### src/rtl/pwm_duty_capture.sv
// pwm_duty_capture: three-channel PWM receiver.
// Each channel synchronises its asynchronous input and finds rising edges.
// It counts the period and the high cycles between consecutive rises and
// reports one duty/period pair per input period. A timeout report flags an
// input that has stopped toggling.
//
// Output strobe semantics (valid only, no ready):
//   valid_x is high for exactly one clk cycle whenever duty_x/period_x take a
//   new value. There is no back-pressure. duty_x/period_x hold their last
//   value until the next strobe. The consumer must capture them while
//   valid_x is high.
//
// Channel index map used throughout: 0 = red, 1 = green, 2 = blue.
module pwm_duty_capture #(
  parameter int PWM_INTERVAL = 1200,
  parameter int DW           = $clog2(PWM_INTERVAL + 1),
  parameter int PW           = $clog2(2 * PWM_INTERVAL + 1),
  parameter int TIMEOUT      = 2 * PWM_INTERVAL
) (
  input  logic          clk,
  input  logic          rst_n,
  input  logic          pwm_r,
  input  logic          pwm_g,
  input  logic          pwm_b,
  output logic [DW-1:0] duty_r,
  output logic [DW-1:0] duty_g,
  output logic [DW-1:0] duty_b,
  output logic [PW-1:0] period_r,
  output logic [PW-1:0] period_g,
  output logic [PW-1:0] period_b,
  output logic          valid_r,
  output logic          valid_g,
  output logic          valid_b
);

  // WAIT_EDGE: no phase reference yet (after reset or after a timeout).
  // MEASURE:   the previous rise is known, so the next rise closes a period.
  typedef enum logic {
    WAIT_EDGE = 1'b0,
    MEASURE   = 1'b1
  } chan_state_e;

  localparam int NCH = 3;

  localparam logic [PW-1:0] CNT_MAX   = {PW{1'b1}};
  localparam logic [PW-1:0] ONE_C     = PW'(1);
  localparam logic [PW-1:0] TIMEOUT_C = PW'(TIMEOUT);
  localparam logic [PW-1:0] FULL_P    = PW'(PWM_INTERVAL);
  localparam logic [DW-1:0] FULL_D    = DW'(PWM_INTERVAL);

  logic [NCH-1:0] pwm_in;

  // Three-stage sampling chain: sync1 -> sync2 form the synchroniser.
  // prev holds the previous synchronised level for edge detection.
  logic [NCH-1:0] sync1;
  logic [NCH-1:0] sync2;
  logic [NCH-1:0] prev;
  logic [NCH-1:0] rise;

  // Per-channel FSM state. The array stays visible so checkers can bind to it.
  chan_state_e    state [NCH];

  logic [PW-1:0]  period_cnt [NCH];
  logic [PW-1:0]  high_cnt   [NCH];

  // Registered result outputs.
  logic [DW-1:0]  duty_q   [NCH];
  logic [PW-1:0]  period_q [NCH];
  logic [NCH-1:0] valid_q;

  // Next-value helpers, computed combinationally.
  logic [PW-1:0]  period_inc   [NCH];
  logic [PW-1:0]  high_inc     [NCH];
  logic [DW-1:0]  duty_clamped [NCH];
  logic [NCH-1:0] timeout_hit;

  assign pwm_in = {pwm_b, pwm_g, pwm_r};

  // Double-flop synchroniser plus one delayed copy for rise detection.
  always_ff @(posedge clk) begin
    if (!rst_n) begin
      sync1 <= '0;
      sync2 <= '0;
      prev  <= '0;
    end else begin
      sync1 <= pwm_in;
      sync2 <= sync1;
      prev  <= sync2;
    end
  end

  // A rise is a low-to-high step of the synchronised level.
  assign rise = sync2 & ~prev;

  // Build saturating increments, detect the timeout and clamp the duty.
  // The timeout fires when the next period count would reach TIMEOUT.
  // A constant-level input therefore reports once every TIMEOUT cycles.
  always_comb begin
    for (int i = 0; i < NCH; i++) begin
      period_inc[i] = (period_cnt[i] == CNT_MAX) ? CNT_MAX : period_cnt[i] + ONE_C;

      if (sync2[i]) begin
        high_inc[i] = (high_cnt[i] == CNT_MAX) ? CNT_MAX : high_cnt[i] + ONE_C;
      end else begin
        high_inc[i] = high_cnt[i];
      end

      timeout_hit[i] = (period_inc[i] >= TIMEOUT_C);

      if (high_cnt[i] > FULL_P) begin
        duty_clamped[i] = FULL_D;
      end else begin
        duty_clamped[i] = high_cnt[i][DW-1:0];
      end
    end
  end

  // Per-channel measurement FSM. It owns the counters and the registered outputs.
  // A rise takes priority over a timeout in the same cycle. The first rise
  // after WAIT_EDGE only sets the phase reference and gives no report.
  always_ff @(posedge clk) begin
    if (!rst_n) begin
      for (int i = 0; i < NCH; i++) begin
        state[i]      <= WAIT_EDGE;
        period_cnt[i] <= '0;
        high_cnt[i]   <= '0;
        duty_q[i]     <= '0;
        period_q[i]   <= '0;
      end
      valid_q <= '0;
    end else begin
      for (int i = 0; i < NCH; i++) begin
        valid_q[i] <= 1'b0;

        if (rise[i]) begin
          if (state[i] == MEASURE) begin
            duty_q[i]   <= duty_clamped[i];
            period_q[i] <= period_cnt[i];
            valid_q[i]  <= 1'b1;
          end
          // The rise cycle itself is high, so it opens the new period at 1/1.
          state[i]      <= MEASURE;
          period_cnt[i] <= ONE_C;
          high_cnt[i]   <= ONE_C;
        end else if (timeout_hit[i]) begin
          duty_q[i]     <= sync2[i] ? FULL_D : '0;
          period_q[i]   <= '0;
          valid_q[i]    <= 1'b1;
          period_cnt[i] <= '0;
          high_cnt[i]   <= '0;
          state[i]      <= WAIT_EDGE;
        end else begin
          period_cnt[i] <= period_inc[i];
          high_cnt[i]   <= high_inc[i];
        end
      end
    end
  end

  assign duty_r   = duty_q[0];
  assign duty_g   = duty_q[1];
  assign duty_b   = duty_q[2];
  assign period_r = period_q[0];
  assign period_g = period_q[1];
  assign period_b = period_q[2];
  assign valid_r  = valid_q[0];
  assign valid_g  = valid_q[1];
  assign valid_b  = valid_q[2];

endmodule
### config.mk
export PLATFORM = sky130hd
export DESIGN_NAME = pwm_duty_capture
export DESIGN_NICKNAME = d
export VERILOG_FILES = /design/src/rtl/pwm_duty_capture.sv
export SDC_FILE = /design/constraint.sdc
export NUM_CORES = 1
export LEC_CHECK = 0
export ABC_AREA = 1
export ABC_CLOCK_PERIOD_IN_PS = 3100
export BUFFER_PORTS_ARGS = -buffer_cell sky130_fd_sc_hd__buf_2
export CELL_PAD_IN_SITES_DETAIL_PLACEMENT = 1
export CELL_PAD_IN_SITES_GLOBAL_PLACEMENT = 2
export CORE_AREA = 2 2 180 182
export CTS_CLUSTER_SIZE = 14
export DETAILED_ROUTE_END_ITERATION = 7
export DIE_AREA = 0 0 182 184
export PLACE_DENSITY_LB_ADDON = 0.25
export SLEW_MARGIN = 10
export SYNTH_ARGS = -nofsm -noshare
export SYNTH_HDL_FRONTEND = slang
export SYNTH_SLANG_ARGS = --single-unit
### constraint.sdc
create_clock -name clk -period 3.1 [get_ports clk]
set_input_delay 0.62 -clock clk [delete_from_list [all_inputs] [get_ports clk]]
set_output_delay 0.62 -clock clk [all_outputs]
set_load 0.01 [all_outputs]
== Word level (Yosys, flattened, before mapping) ==
Memories as Yosys holds them, arrays and structs flattened.
Index checks and enable logic that the tools add are counted.

* Register bits: 12
* Bits in writable memories: 144
* Memories: 5

* Add/subtract/negate cells: 6
* Magnitude comparators: 6
* Eq/ne operators: 6
* Muxes and demuxes: 100
* Bitwise operators: 38

{| class="wikitable"
|+ Memories
! name !! words !! bits a word !! rd ports !! clocked after memory_dff !! wr ports !! RTL line !! source
|-
| high_cnt || 3 || 12 || 3 || 0 || 3 || 64 || <nowiki>logic [PW-1:0] high_cnt [NCH];</nowiki>
|-
| period_cnt || 3 || 12 || 3 || 0 || 3 || 63 || <nowiki>logic [PW-1:0] period_cnt [NCH];</nowiki>
|-
| period_q || 3 || 12 || 3 || 0 || 3 || 68 || <nowiki>logic [PW-1:0] period_q [NCH];</nowiki>
|-
| duty_q || 3 || 11 || 3 || 0 || 3 || 67 || <nowiki>logic [DW-1:0] duty_q [NCH];</nowiki>
|-
| state || 3 || 1 || 3 || 0 || 3 || 61 || <nowiki>chan_state_e state [NCH];</nowiki>
|}

{| class="wikitable"
|+ Operators with widths
! operator !! count
|-
| $mux 12 || 33
|-
| $mux 11 || 12
|-
| $add 12x1->12 const B || 6
|-
| $eq 12x12->1 const B || 6
|-
| $mux 1 || 55
|-
| $ge 12x12->1 const B || 3
|-
| $gt 12x11->1 const B || 3
|-
| $or 1x1->1 || 36
|-
| $and 3x3->3 || 1
|-
| $not 3->3 || 1
|}

== Longest topological paths before layout ==
Gate-level depths: netlist of run 1.

* Depth in word-level cells: 9
* Gate-level depth with buffers: 16

== Worst setup path after synthesis of run 1 ==
Ideal clock, no wire load.

* Path type: register to register
* Start: memory period_cnt[1][0] in the netlist's numbering
* End: memory duty_q[1][0] in the netlist's numbering, enable pin
* Library setup time: 0.480 ns
* Data arrival time: 1.965 ns
* Required time: 2.620 ns
* Slack: 0.655 ns
* Stages on the path, launching flop included: 12
* Buffers on the path: 0
* Cell sequence: edfxtp_1 ha_1 nand2_2 nor2_4 nand3_2 inv_2 a21oi_1 nand2_1 nand2_1 nand2_2 nand3_4 nand3_1

{| class="wikitable"
|+ RTL lines
! item !! RTL line
|-
| start: declaration || 63
|-
| end: declaration || 67
|}

==> results of run 1 <==
## worst paths after layout
| kind | startpoint | end | slack [ns] | cells after the start |
|---|---|---|---|---|
| worst max-delay path | period_cnt[1][0]$_SDFFCE_PP0P_ | duty_q[1][10]$_SDFFCE_PP0P_ | 0.46 | 15 |
| worst min-delay path | pwm_g | sync1[1]$_SDFF_PN0_ | 0.38 | 3 |
| worst max register to register | period_cnt[1][0]$_SDFFCE_PP0P_ | duty_q[1][10]$_SDFFCE_PP0P_ | 0.46 | 15 |
| worst min register to register | sync1[2]$_SDFF_PN0_ | sync2[2]$_SDFF_PN0_ | 0.41 | 2 |
## Yosys cell counts (2+ instances only)
cell      count
dfxtp_1      32
a32o_1        2
nand3_4       3
inv_2         5
buf_2         6
edfxtp_1    124
nand3_2       7
o22ai_1       4
or2_2         9
inv_4         2
nand2_1     166
a21oi_1      43
nor2_2       25
a31oi_1      24
nand2_2       7
nor3_1       18
nand3_1      33
o21bai_1      2
buf_6         3
clkbuf_1      8
xnor2_1       7
nor2_8        3
o21ai_2       3
xor2_1       13
inv_1       123
nor2_1       88
o21ai_1       5
ha_1          9
nand4_1       7
nor4_1        4
nor2_4        3
a311oi_1      4
o21a_1        2
o21ai_0      36
## state kept, by name, summed over array words and instances (netlist names)
signal      count
period_cnt     36
sync1           3
state           3
valid_q         3
sync2           3
period_q       36
duty_q         33
prev            3
high_cnt       36
## cells by family after synthesis
logic type | after synthesis | share of synthesized area
AO/OA/AOI/OAI | 127 | 0.0940
XOR/XNOR | 20 | 0.0225
flip-flops | 156 | 0.562
buffers and inverters | 149 | 0.0770
adder cells (fa/ha/maj) | 9 | 0.0145
AND/OR/NAND/NOR | 377 | 0.230
other | 1 | 0.000483
## routing by layer
layer / part of all wire / vias up / track usage
met5: 0.0017 / - / 0
met4: 0.014 / 4 / 0.0406
met3: 0.030 / 21 / 0.0279
met2: 0.46 / 72 / 0.207
met1: 0.49 / 2816 / 0.162
li1: - / 3000 / -
## final cells by class
type | instances | area, um2
Sequential cell | 156 | 4360
Clock inverter | 9 | 106
Tap cell | 402 | 503
Timing Repair Buffer | 90 | 485
Inverter | 130 | 493
Multi-Input combinational cell | 569 | 2940
Fill cell | 3683 | 22000
Clock buffer | 23 | 500
## per-stage QoR
stage          area, um2  hold WS, ns   util  std cells
3_5_place_dp        8790        0.405  0.280       1347
2_1_floorplan       7900        0.390      -        874
4_1_cts             9390        0.350  0.299       1379
3_3_place_gp        8790        0.394  0.280       1347
5_1_grt             9390        0.388  0.299       1379
6_report            9390        0.378  0.299       1379
## worst max-delay path, delay by kind of cell, from the launching register on
kind	cells	cell delay, ns
flops	1	0.46
buf+inv	2	0.27
fa+ha+maj	1	0.27
simple gates	10	1.11
compound gates	2	0.27
## power by group
part           leakage, nW  switching, mW  internal, mW
Clock                0.294          0.864          1.30
Combinational         2.16          0.406         0.201
Sequential            1.57          0.111          2.45
==> reports/metrics.csv, run 1 <==
stage,metric,value,unit
detailed_routing,drtPass1Iterations,4,
floorplan,pin_count,77,
worst_hold_path,hp-class,input pin to flop,
worst_setup_path,cpPeakStageDelay,0.46,ns
floorplan,rows,65,
detailed_routing,wirelength,19800,um
sta,fin_skew,0.0105,ns
floorplan,dieArea,0.0335,mm2
detailed_routing,vias_per_cell,4.29,
yosys,ys_seq_area_frac,0.562,
sta,maxSlewHeadroom,0.578,
placement,port_buffers,76,
yosys,synth_top_area_frac,0.479,
sta,timing.final.crit_period,2.64,ns
yosys,synth_top_area_cell,edfxtp_1,
detailed_routing,drc_errors,0,
clock_network,ctsResizeCount,0,
detailed_routing,wl_per_cell,14.4,um
sta,fin_setup_tns,0,ns
detailed_routing,num_vias,5913,
floorplan,start_util,0.248,
sta,period_share,0.851,
worst_setup_path,cp_cell_sequence,ha_1 -> nand2_2 -> nor2_4 -> nand3_2 -> inv_2 -> a21oi_1 -> nand2_1 -> nand2_1 -> nand2_2 -> nand3_4 -> nand2_4 -> nor2_8 -> nor2_8 -> inv_4 -> o21ai_0,
clock_network,cts.sinks,156,
sta,hold_viol,0,
floorplan,core-area,0.0314,mm2
power_and_ir_drop,leakage,4.02,nW
yosys,synth.area.top_cells,"edfxtp_1 48%, dfxtp_1 8.2%, nand2_1 8.0%",
worst_setup_path,arrival,2.81,ns
layout,fin_nets,978,
yosys,synth_seq_cells,156,
yosys,synthesis.instances,839,
global_route,overflow,0,
sta,setup_ws,0.463,ns
power_and_ir_drop,power.density,568,mW/mm2
run_status,status,completed,
worst_setup_path,worst-path-max-fanout,14,
placement,routabilityCongestion,0.753,
clock_network,clkTransAtPathRegs,0.07,ns
floorplan,die_h,184,um
sta,slew_violations,0,
global_route,grt_pass1_wl,32800,um
clock_network,htreeDepth,4,
yosys,ys_async_sr_fraction,0,
placement,dp_slack,0.440,ns
yosys,syn_area_per_cell,9.26,um2
sta,worstMarginPinSlew,0.633,ns
power_and_ir_drop,vdd_ir_drop_max,357,uV
worst_setup_path,cp.required,3.28,ns
power_and_ir_drop,p_total,5.34,mW
yosys,synth-edff-count,124,
global_route,antenna_found_initial,2,
yosys,syn_area,0.00777,mm2
clock_network,postCtsHoldBufs,0,
flow_run,drv_cap,0,
worst_setup_path,cp-start-kind,flop,
yosys,yosysWarnings,0,
clock_network,clockBufferDepth,2,
sta,rsz0062_at_grt,false,
floorplan,fp.dieW,182,um
worst_setup_path,crit_slowest_cell,edfxtp_1,
layout,antenna_cells,0,
detailed_routing,drt-initial-drc-count,242,
clock_network,postCtsSetupBuffers,0,
global_route,grt_max_degree,24,
global_route,grt_pass1_vias,6241,
placement,dpl.hpwl,14800,um
layout,area_growth,20.9,%
yosys,ys_types,43,
detailed_routing,ant_nets,0,
sta,setup_viol,0,
layout,mostFrequentLayoutCells,"166 x nand2_1, 124 x edfxtp_1, 123 x inv_1, 88 x nor2_1, 76 x buf_2",
layout,drive_gt1_frac,0.195,
yosys,synth-main-ff-cell,edfxtp_1,
clock_network,numCtsBuffers,17,
worst_setup_path,cp-end-kind,flop,
clock_network,cts-root-buf,clkbuf_16,
clock_network,clk_latency,0.43,ns
clock_network,cts_tree,done,
layout,layout_commonest_cell,nand2_1,
global_route,globalRouteTotalUtil,0.125,
sta,max_freq,0.379,GHz
worst_setup_path,worst-setup-path-type,flop to flop,
No activity file was read; power rests on OpenSTA's default activity.
==> inputs of run 2 (changes only) <==
CTS_BUF_LIST = sky130_fd_sc_hd__clkbuf_8   (was unset)
==> run 2 against run 1 <==
Effect of this change:
- worst hold slack worse by 0.040 ns
- sequential cell count stayed put
- clock-buffer cell count is 5 lower
- routed wire length is 0.25% higher
- power is 8.9% lower
- setup slack better by 0.0085 ns
- critical path type unchanged
- critical endpoint unchanged
- largest power group unchanged
- highest routed layer unchanged
==> reports/metrics.csv, run 2 (synthesis results as in run 1) <==
stage,metric,value,unit,change
layout,drive_gt1_frac,0.195,,unchanged
sta,setup_viol,0,,unchanged
sta,max_freq,0.380,GHz,+0.32%
detailed_routing,drt-initial-drc-count,243,,+0.41%
layout,area_growth,18.5,%,
clock_network,postCtsSetupBuffers,0,,unchanged
global_route,antenna_found_initial,2,,unchanged
global_route,grt_pass1_vias,6225,,-0.26%
power_and_ir_drop,vdd_ir_drop_max,208,uV,-42%
worst_setup_path,worst-path-max-fanout,14,,unchanged
floorplan,dieArea,0.0335,mm2,unchanged
clock_network,clockBufferDepth,2,,unchanged
global_route,globalRouteTotalUtil,0.126,,+0.000592
sta,rsz0062_at_grt,false,,
floorplan,core-area,0.0314,mm2,unchanged
run_status,status,completed,,
layout,fin_nets,978,,unchanged
sta,slew_violations,0,,unchanged
sta,hold_viol,0,,unchanged
worst_setup_path,r2r_start,period_cnt[1][0]$_SDFFCE_PP0P_,,
power_and_ir_drop,power.density,528,mW/mm2,-7.1%
clock_network,cts.sinks,156,,unchanged
floorplan,start_util,0.248,,unchanged
power_and_ir_drop,leakage,3.95,nW,-1.8%
layout,multi_input_area,0.00294,mm2,unchanged
layout,fill_cells,3699,,+0.43%
worst_setup_path,worstReg2RegEnd,duty_q[1][10]$_SDFFCE_PP0P_,,
placement,dp_slack,0.440,ns,unchanged
sta,worstMarginPinSlew,0.618,ns,-0.0159 ns
clock_network,clk_latency,0.47,ns,+0.04 ns
detailed_routing,wl_per_cell,14.4,um,+0.25%
worst_setup_path,reg2reg_slack,0.47,ns,about the same
flow_run,drv_cap,0,,unchanged
layout,mostFrequentLayoutCells,"166 x nand2_1, 126 x inv_1, 124 x edfxtp_1, 88 x nor2_1, 76 x buf_2",,
detailed_routing,num_vias,5912,,-0.017%
sta,maxSlewHeadroom,0.588,,+0.0106
clock_network,htreeDepth,4,,unchanged
worst_hold_path,hp-class,input pin to flop,,
sta,period_share,0.848,,-0.00274
detailed_routing,vias_per_cell,4.29,,about the same
worst_setup_path,cp.required,3.32,ns,+0.04 ns
sta,setup_ws,0.471,ns,+0.00851 ns
worst_setup_path,cp-end-kind,flop,,
detailed_routing,wl_met2,9230,um,+0.49%
worst_setup_path,arrival,2.85,ns,+0.04 ns
placement,routabilityCongestion,0.753,,unchanged
clock_network,postCtsHoldBufs,0,,unchanged
placement,port_buffers,76,,unchanged
sta,fin_setup_tns,0,ns,unchanged
worst_hold_path,hold_end,sync1[1]$_SDFF_PN0_,,
clock_network,numCtsBuffers,17,,unchanged
detailed_routing,top_layer_used,met5,,
clock_network,clkTransAtPathRegs,0.09,ns,+0.02 ns
global_route,overflow,0,,unchanged
floorplan,pin_count,77,,unchanged
global_route,grt_pass1_wl,32800,um,+0.10%
clock_network,ctsResizeCount,0,,unchanged
sta,fin_skew,0.0165,ns,+0.00602 ns
layout,largest_registers,"high_cnt (36), period_cnt (36), period_q (36)",,
sta,whs,0.338,ns,-0.0397 ns
floorplan,die_h,184,um,unchanged
clock_network,cts-root-buf,clkbuf_8,,
worst_setup_path,worst-setup-path-type,flop to flop,,
layout,layout_commonest_cell,nand2_1,,
worst_hold_path,hold_path_startpoint,pwm_g,,
detailed_routing,ant_nets,0,,unchanged
worst_setup_path,cp-start-kind,flop,,
worst_hold_path,whs_path_depth,3,,unchanged
clock_network,cts_tree,done,,
floorplan,fp.dieW,182,um,unchanged
layout,seqCellArea,0.00436,mm2,unchanged
global_route,grt_max_degree,24,,unchanged
worst_setup_path,reg2regPathDepth,15,,unchanged
layout,antenna_cells,0,,unchanged
detailed_routing,drtPass1Iterations,4,,unchanged
sta,timing.final.crit_period,2.63,ns,-0.00850 ns
placement,dpl.hpwl,14800,um,unchanged
detailed_routing,wl_met3,645,um,+7.1%
power_and_ir_drop,p_total,4.86,mW,-8.9%
detailed_routing,wirelength_met1,9720,um,+0.14%
floorplan,rows,65,,unchanged
detailed_routing,wirelength,19900,um,+0.25%
detailed_routing,drc_errors,0,,unchanged
## run 2: cell types whose count changed in the layout (fill, tap and decap cells not counted), sizes merged
| cell | previous run | this run |
|---|---|---|
| inv | 132 | 135 |
| clkbuf | 23 | 18 |
| bufinv | 2 | 4 |
## run 2: metrics by stage
| step | util | std cells | area [um2] |
|---|---|---|---|
| CTS | 0.293 | 1379 | 9210 |
| global placement | 0.280 | 1347 | 8790 |
| floorplan | - | 874 | 7900 |
| finish | 0.293 | 1379 | 9210 |
| detailed placement | 0.280 | 1347 | 8790 |
| global route | 0.293 | 1379 | 9210 |
## run 2: how the worst max path moves through the flow
stage,cells past startpoint,start,slack (ns),to
finish,15,period_cnt[1][0]$_SDFFCE_PP0P_,0.47,duty_q[1][10]$_SDFFCE_PP0P_
global route,13,period_cnt[0][1]$_SDFFCE_PN0P_,0.26,high_cnt[0][4]$_SDFFCE_PN0P_
CTS,15,period_cnt[1][0]$_SDFFCE_PP0P_,0.43,duty_q[1][10]$_SDFFCE_PP0P_
detailed placement,15,period_cnt[1][0]$_SDFFCE_PP0P_,0.44,duty_q[1][10]$_SDFFCE_PP0P_
global placement,15,period_cnt[1][0]$_SDFFCE_PP0P_,0.56,duty_q[1][10]$_SDFFCE_PP0P_
floorplan,11,period_cnt[1][0]$_SDFFCE_PP0P_,0.66,duty_q[1][0]$_SDFFCE_PP0P_
## run 2: final cells by class
class,count,area share
clock buffers,18,0.0269
clock inverters,14,0.0193
inverters,130,0.0535
multi-input cells,569,0.319
flip-flops and latches,156,0.474
well taps,402,0.0546
repair buffers,90,0.0527
## run 2: critical path, cell delays in order, from the launching register on
cell      delay, ns
edfxtp_1       0.46
ha_1           0.27
nand2_2        0.14
nor2_4         0.06
nand3_2        0.24
inv_2          0.09
a21oi_1        0.17
nand2_1        0.08
nand2_1        0.07
nand2_2        0.08
nand3_4        0.09
nand2_4        0.08
nor2_8         0.20
nor2_8         0.06
inv_4          0.18
o21ai_0        0.10
## run 2: routing by layer
metal / vias to the layer above / GRT usage
met5: - / 0
met4: 4 / 0.0426
met3: 20 / 0.0291
met2: 76 / 0.207
met1: 2811 / 0.162
li1: 3001 / -
## run 2: report_power, final
| group | switching [mW] | leakage [nW] | internal (mW) | total, mW |
|---|---|---|---|---|
| clock network | 0.808 | 0.223 | 0.888 | 1.70 |
| logic | 0.405 | 2.16 | 0.201 | 0.606 |
| registers | 0.111 | 1.57 | 2.45 | 2.56 |
| total | 1.32 | 3.95 | 3.54 | 4.86 |
